$ cat config.mk
export PLATFORM = sky130hd
export DESIGN_NAME = sdram_port_arbiter
export DESIGN_NICKNAME = d
export VERILOG_FILES = /design/src/rtl/sdram_port_arbiter.sv
export SDC_FILE = /design/constraint.sdc
export NUM_CORES = 1
export LEC_CHECK = 0
export ABC_CLOCK_PERIOD_IN_PS = 2100
export BUFFER_PORTS_ARGS = -buffer_cell sky130_fd_sc_hd__buf_2
export CORE_AREA = 2 2 85 87
export CTS_CLUSTER_DIAMETER = 50
export DETAILED_ROUTE_END_ITERATION = 8
export DIE_AREA = 0 0 87 89
export PLACE_DENSITY = 0.66
export SYNTH_ARGS = -nofsm -noshare
export SYNTH_HDL_FRONTEND = slang
export SYNTH_SLANG_ARGS = --single-unit
$ cat constraint.sdc
create_clock -name sdram_clk -period 2.1 [get_ports sdram_clk]
set_clock_uncertainty 0.2 [all_clocks]
set_input_delay 0.105 -clock sdram_clk [delete_from_list [all_inputs] [get_ports sdram_clk]]
set_output_delay 0.105 -clock sdram_clk [all_outputs]
set_load 0.01 [all_outputs]
$ cat src/rtl/sdram_port_arbiter.sv
`default_nettype none
// ============================================================================
// Module   : sdram_port_arbiter
// Brief    : N-port arbiter onto one SDRAM controller interface; round-robin
//            or fixed priority, owner switch only when controller is idle.
// Revision : 1.0
// ============================================================================
module sdram_port_arbiter #(
  parameter int PORTS     = 3,
  parameter int AW        = 32,
  parameter int DW        = 16,
  parameter int PRIO_MODE = 0,
  parameter int MAX_HOLD  = 8
) (
  input  logic                     sdram_clk,
  input  logic                     sdram_rst,
  input  logic                     sdram_idle_i,
  input  logic [PORTS*AW-1:0]      p_adr_i,
  input  logic [PORTS*DW-1:0]      p_dat_i,
  input  logic [PORTS*DW/8-1:0]    p_sel_i,
  input  logic [PORTS-1:0]         p_we_i,
  input  logic [PORTS-1:0]         p_acc_i,
  output logic [PORTS-1:0]         p_ack_o,
  output logic [AW-1:0]            adr_o,
  output logic [DW-1:0]            dat_o,
  output logic [DW/8-1:0]          sel_o,
  output logic                     we_o,
  output logic                     acc_o,
  input  logic                     ack_i,
  output logic [PORTS-1:0]         grant_o,
  output logic [$clog2(PORTS)-1:0] grant_enc_o
);

  localparam int EW = $clog2(PORTS);
  localparam int SW = DW / 8;
  localparam int HW = (MAX_HOLD < 1) ? 1 : $clog2(MAX_HOLD + 1);
  localparam logic [HW-1:0] c_hold_max  = HW'(MAX_HOLD);
  localparam logic [HW-1:0] c_hold_last = (MAX_HOLD > 0) ? HW'(MAX_HOLD - 1) : '0;

  typedef enum logic [0:0] {
    ST_OWN   = 1'b0,
    ST_DRAIN = 1'b1
  } state_t;

  state_t          r_state;
  logic [EW-1:0]   r_owner;
  logic [HW-1:0]   r_hold;

  logic [PORTS-1:0] w_grant;
  logic [PORTS-1:0] w_others;
  logic [PORTS-1:0] w_cand;
  logic             w_any_other;
  logic             w_acc;
  logic             w_safe;
  logic [EW-1:0]    w_next;

  always_comb begin
    w_grant = '0;
    for (int i = 0; i < PORTS; i++) begin
      w_grant[i] = (r_owner == EW'(i));
    end
  end

  always_comb begin
    adr_o = '0;
    dat_o = '0;
    sel_o = '0;
    we_o  = 1'b0;
    for (int i = 0; i < PORTS; i++) begin
      if (w_grant[i]) begin
        adr_o = p_adr_i[i*AW +: AW];
        dat_o = p_dat_i[i*DW +: DW];
        sel_o = p_sel_i[i*SW +: SW];
        we_o  = p_we_i[i];
      end
    end
  end

  assign w_acc       = (r_state == ST_OWN) & (|(p_acc_i & w_grant));
  assign w_safe      = sdram_idle_i & ~w_acc;
  assign w_others    = p_acc_i & ~w_grant;
  assign w_any_other = |w_others;
  // While draining, the preempted owner only wins if nobody else is asking.
  assign w_cand      = ((r_state == ST_DRAIN) && w_any_other) ? w_others : p_acc_i;

  generate
    if (PRIO_MODE == 0) begin : g_rr
      always_comb begin
        w_next = r_owner;
        // Descending distance so the nearest requester after the owner wins.
        for (int k = PORTS; k >= 1; k--) begin
          for (int j = 0; j < PORTS; j++) begin
            if (w_cand[j] &&
                (j == ((int'(r_owner) + k >= PORTS) ? int'(r_owner) + k - PORTS
                                                     : int'(r_owner) + k))) begin
              w_next = EW'(j);
            end
          end
        end
      end
    end else begin : g_prio
      always_comb begin
        w_next = r_owner;
        for (int j = PORTS - 1; j >= 0; j--) begin
          if (w_cand[j]) begin
            w_next = EW'(j);
          end
        end
      end
    end
  endgenerate

  always_ff @(posedge sdram_clk) begin
    if (sdram_rst) begin
      r_owner <= '0;
      r_state <= ST_OWN;
      r_hold  <= '0;
    end else if (w_safe) begin
      r_owner <= w_next;
      r_state <= ST_OWN;
      r_hold  <= '0;
    end else if ((r_state == ST_OWN) && ack_i) begin
      if (r_hold != c_hold_max) begin
        r_hold <= r_hold + HW'(1);
      end
      if ((MAX_HOLD != 0) && (r_hold == c_hold_last) && w_any_other) begin
        r_state <= ST_DRAIN;
      end
    end
  end

  assign acc_o       = w_acc;
  assign p_ack_o     = {PORTS{ack_i}} & w_grant;
  assign grant_o     = w_grant;
  assign grant_enc_o = r_owner;

endmodule
`default_nettype wire

==> results by group <==
Timing
  – Period utilization: 95.7%
  – Min cycle time layout: 2010 ps
  – Final hold violations: 0
  – Worst Max-Slew Pin Slew: 434 ps
  – Fmax achieved: 497 MHz
  – Count of final setup violators: 0
  – WHS: 10.1 ps
  – Slew HR: 70.8%
  – Post-route setup TNS: 0 ps
  – Final Slew Violations: 0

Synth
  – Syn_area_per_cell: 6.12 um^2
  – Cell count after synthesis: 253
  – Seq cells post-synth: 7
  – Syn nets: 421
  – Synthesized cell area: 0.00155 mm^2
  – Post-synth cell types: 38
  – Seq/Total Area, Yosys: 9.05%
  – Synth warn: 0

Drt
  – First-pass iteration count of the detailed router: 4
  – Routed WL: 7390 um
  – Final ANT Viol Nets: 0
  – First DRT Iteration DRCs: 83
  – DRC violations left: 0
  – Via density per instance: 4.90
  – DR vias: 2668
  – Drt wl/cell: 13.6 um

Critical path
  – Worst reg2reg path depth: 8
  – Crit Path Max Fanout: 15
  – Critical path class: flip-flop to output port
  – R2r setup slk: 130 ps
  – Startpoint types: flip-flop
  – Critical path origin: grant_enc_o[0]
  – CP endpoint: adr_o[13]
  – Worst R2R Start: grant_enc_o[1]
  – Critical Path End Type: output port
  – Worst path arrival time: 1710 ps
  – Critical path required time: 1790 ps
  – Worst r2r dst: grant_enc_o[0]

Global route
  – Vias in the first global route: 2123
  – First-pass GRT wire length: 9890 um
  – Initial antenna violation count: 0
  – Largest net degree at the start of global routing: 69
  – GRT Util Overall: 15.4%
  – Grt ovf: 0

Clock tree
  – TritonCTS clock tree: built
  – Root buf cell: clkbuf_8
  – Clk buf depth: 2
  – H-tree depth: 1
  – Clk Latency, worst-skew pair: 230 ps
  – TritonCTS Sinks: 7
  – CTS buffer count: 3
  – Clk slew on worst S/H paths: 40 ps

Floorplan
  – Full die area: 0.00774 mm^2
  – Placeable Area: 0.00672 mm^2
  – DIE HEIGHT: 89 um
  – I/O Pins: 220
  – Cell row count: 30
  – DIE WIDTH: 87 um
  – Starting density of the core: 23.1%

Final layout
  – Synth-to-Final Area Change: 88.0%
  – Share of cells above drive strength 1: 53.0%
  – # nets final: 633
  – Number of diodes: 0
  – Utilization after layout: 43.4%

Pwr
  – Peak supply drop: 399 uV
  – Leakage: 1.53 nW
  – Pwr Density: 458 mW/mm^2

Placement
  – Dpl hpwl: 5710 um
  – IO buf count: 219
  – GP Congestion: 0.842

Min path
  – HP Class: input port to flip-flop

Outcome
  – Status: complete, no violations

Run
  – Max-cap violations: 0
-- where the power goes --
part	total (mW)	leakage, nW	internal (mW)	switching, mW
combinational	0.996	1.45	0.491	0.505
clock	0.191	0.0228	0.131	0.0594
sequential	0.147	0.0583	0.139	0.00794
-- area by class of cell --
type	instances	area [um^2]
Timing Repair Buffer	233	1280
Fill cell	722	3810
Multi-Input combinational cell	215	1310
Tap cell	80	100
Sequential cell	7	148
Clock buffer	4	45.0
Inverter	5	23.8
-- state kept, by name (all words and copies together), names as in the netlist --
register / flops
r_hold: 4
r_state: 1
grant_enc_o: 2
-- stage by stage --
stage,cell area (um^2),cells,worst slack (ps),power [mW]
final,2910,544,89.3,1.33
after global routing,2910,544,-11.7,1.45
after global placement,2730,534,144,1.05
after floorplan,1560,253,10.0,0.621
after detailed placement,2730,534,114,1.06
after CTS,2800,538,0.479,1.26
-- cell families (layout without fill, tap and decap cells) --
group	Yosys count	count (layout)	share of synthesized area, %
adders and majority gates	8	8	6.46
AOI/OAI and AO/OA	117	117	48.8
buffers and inverters	31	242	8.56
DFF	7	7	9.05
muxes	1	1	0.646
and+or+nand+nor	86	86	24.8
xor gates and xnor gates	3	3	1.70
-- cells in the final DEF (no fill, tap or decap), drive strengths merged --
cell type and count:
ha 8, inv 5, a32oi 1, nor4 2, mux2i 1, o21a 1, and4b 1, a31oi 1
nor2b 5, a32o 2, nor2 11, nand2 53, or2b 1, and2 3, nand4 1, nand2b 1
xnor2 3, o2111ai 1, a222oi 1, a22oi 51, clkbuf 6, and3b 1, nand3 2, nor3b 1
nor3 1, o2bb2ai 1, buf 231, o21ai 55, or3 1, or2 1, dfxtp 7, nand3b 1
o211ai 3
-- synthesized netlist by cell type --
cell type | n | area share [%]
inv_1 | 5 | 1.2
nand4_1 | 1 | 0.40
nand2_1 | 53 | 13
nor2b_1 | 5 | 2.0
or2_1 | 1 | 0.40
o211ai_1 | 3 | 1.5
o21ai_0 | 47 | 15
nor3b_1 | 1 | 0.48
ha_1 | 8 | 6.5
nor2_1 | 11 | 2.7
and4b_1 | 1 | 0.65
nand3_1 | 2 | 0.65
dfxtp_1 | 7 | 9.0
a32o_2 | 1 | 0.73
nand2b_1 | 1 | 0.40
nor3_1 | 1 | 0.32
o21ai_2 | 1 | 0.57
buf_1 | 1 | 0.24
o2111ai_1 | 1 | 0.57
buf_6 | 1 | 0.73
or2b_1 | 1 | 0.48
a22oi_1 | 51 | 25
xnor2_1 | 3 | 1.7
and2_1 | 3 | 1.2
nor4_1 | 2 | 0.81
a32o_1 | 1 | 0.65
and3b_1 | 1 | 0.57
or3_1 | 1 | 0.40
clkbuf_1 | 17 | 4.1
o2bb2ai_1 | 1 | 0.57
mux2i_1 | 1 | 0.65
a222oi_1 | 1 | 0.65
o21a_1 | 1 | 0.48
a32oi_1 | 1 | 0.57
buf_2 | 7 | 2.3
a31oi_1 | 1 | 0.40
nand3b_1 | 1 | 0.48
o21ai_1 | 7 | 2.3
-- per-layer routing --
metal  vias up  GRT usage, %  part of all wire, %
met5         -             0                    0
met4         0          2.41                    0
met1      1176          20.2                   39
met2       138          27.3                   53
li1       1354             -                    -
met3         0          1.94                  8.5
-- critical path, stage by stage (launching register included) --
cell	delay (ps)
dfxtp_4	390
inv_4	60
ha_4	170
nor2b_4	130
buf_12	130
clkbuf_16	170
a22oi_1	200
o21ai_1	80
buf_2	150
-- worst min-delay path by stage --
stage / slack [ps] / start / end / depth (start not counted)
after floorplan: 40 / p_acc_i[2] / grant_enc_o[1] / 2
after global placement: 240 / p_acc_i[2] / grant_enc_o[1] / 3
after detailed placement: 250 / p_acc_i[2] / grant_enc_o[1] / 3
after CTS: 10 / p_acc_i[2] / grant_enc_o[1] / 3
after global routing: 20 / p_acc_i[2] / grant_enc_o[1] / 3
final: 10 / p_acc_i[2] / grant_enc_o[1] / 3
-- timing repair --
action,CTS,global route
hold buffers,0,0
buffers inserted,0,4
gates resized for setup,5,10
pin swaps,0,4
setup endpoints to repair,32,54
gates cloned,0,2
Power figures use the tool's default switching activity.
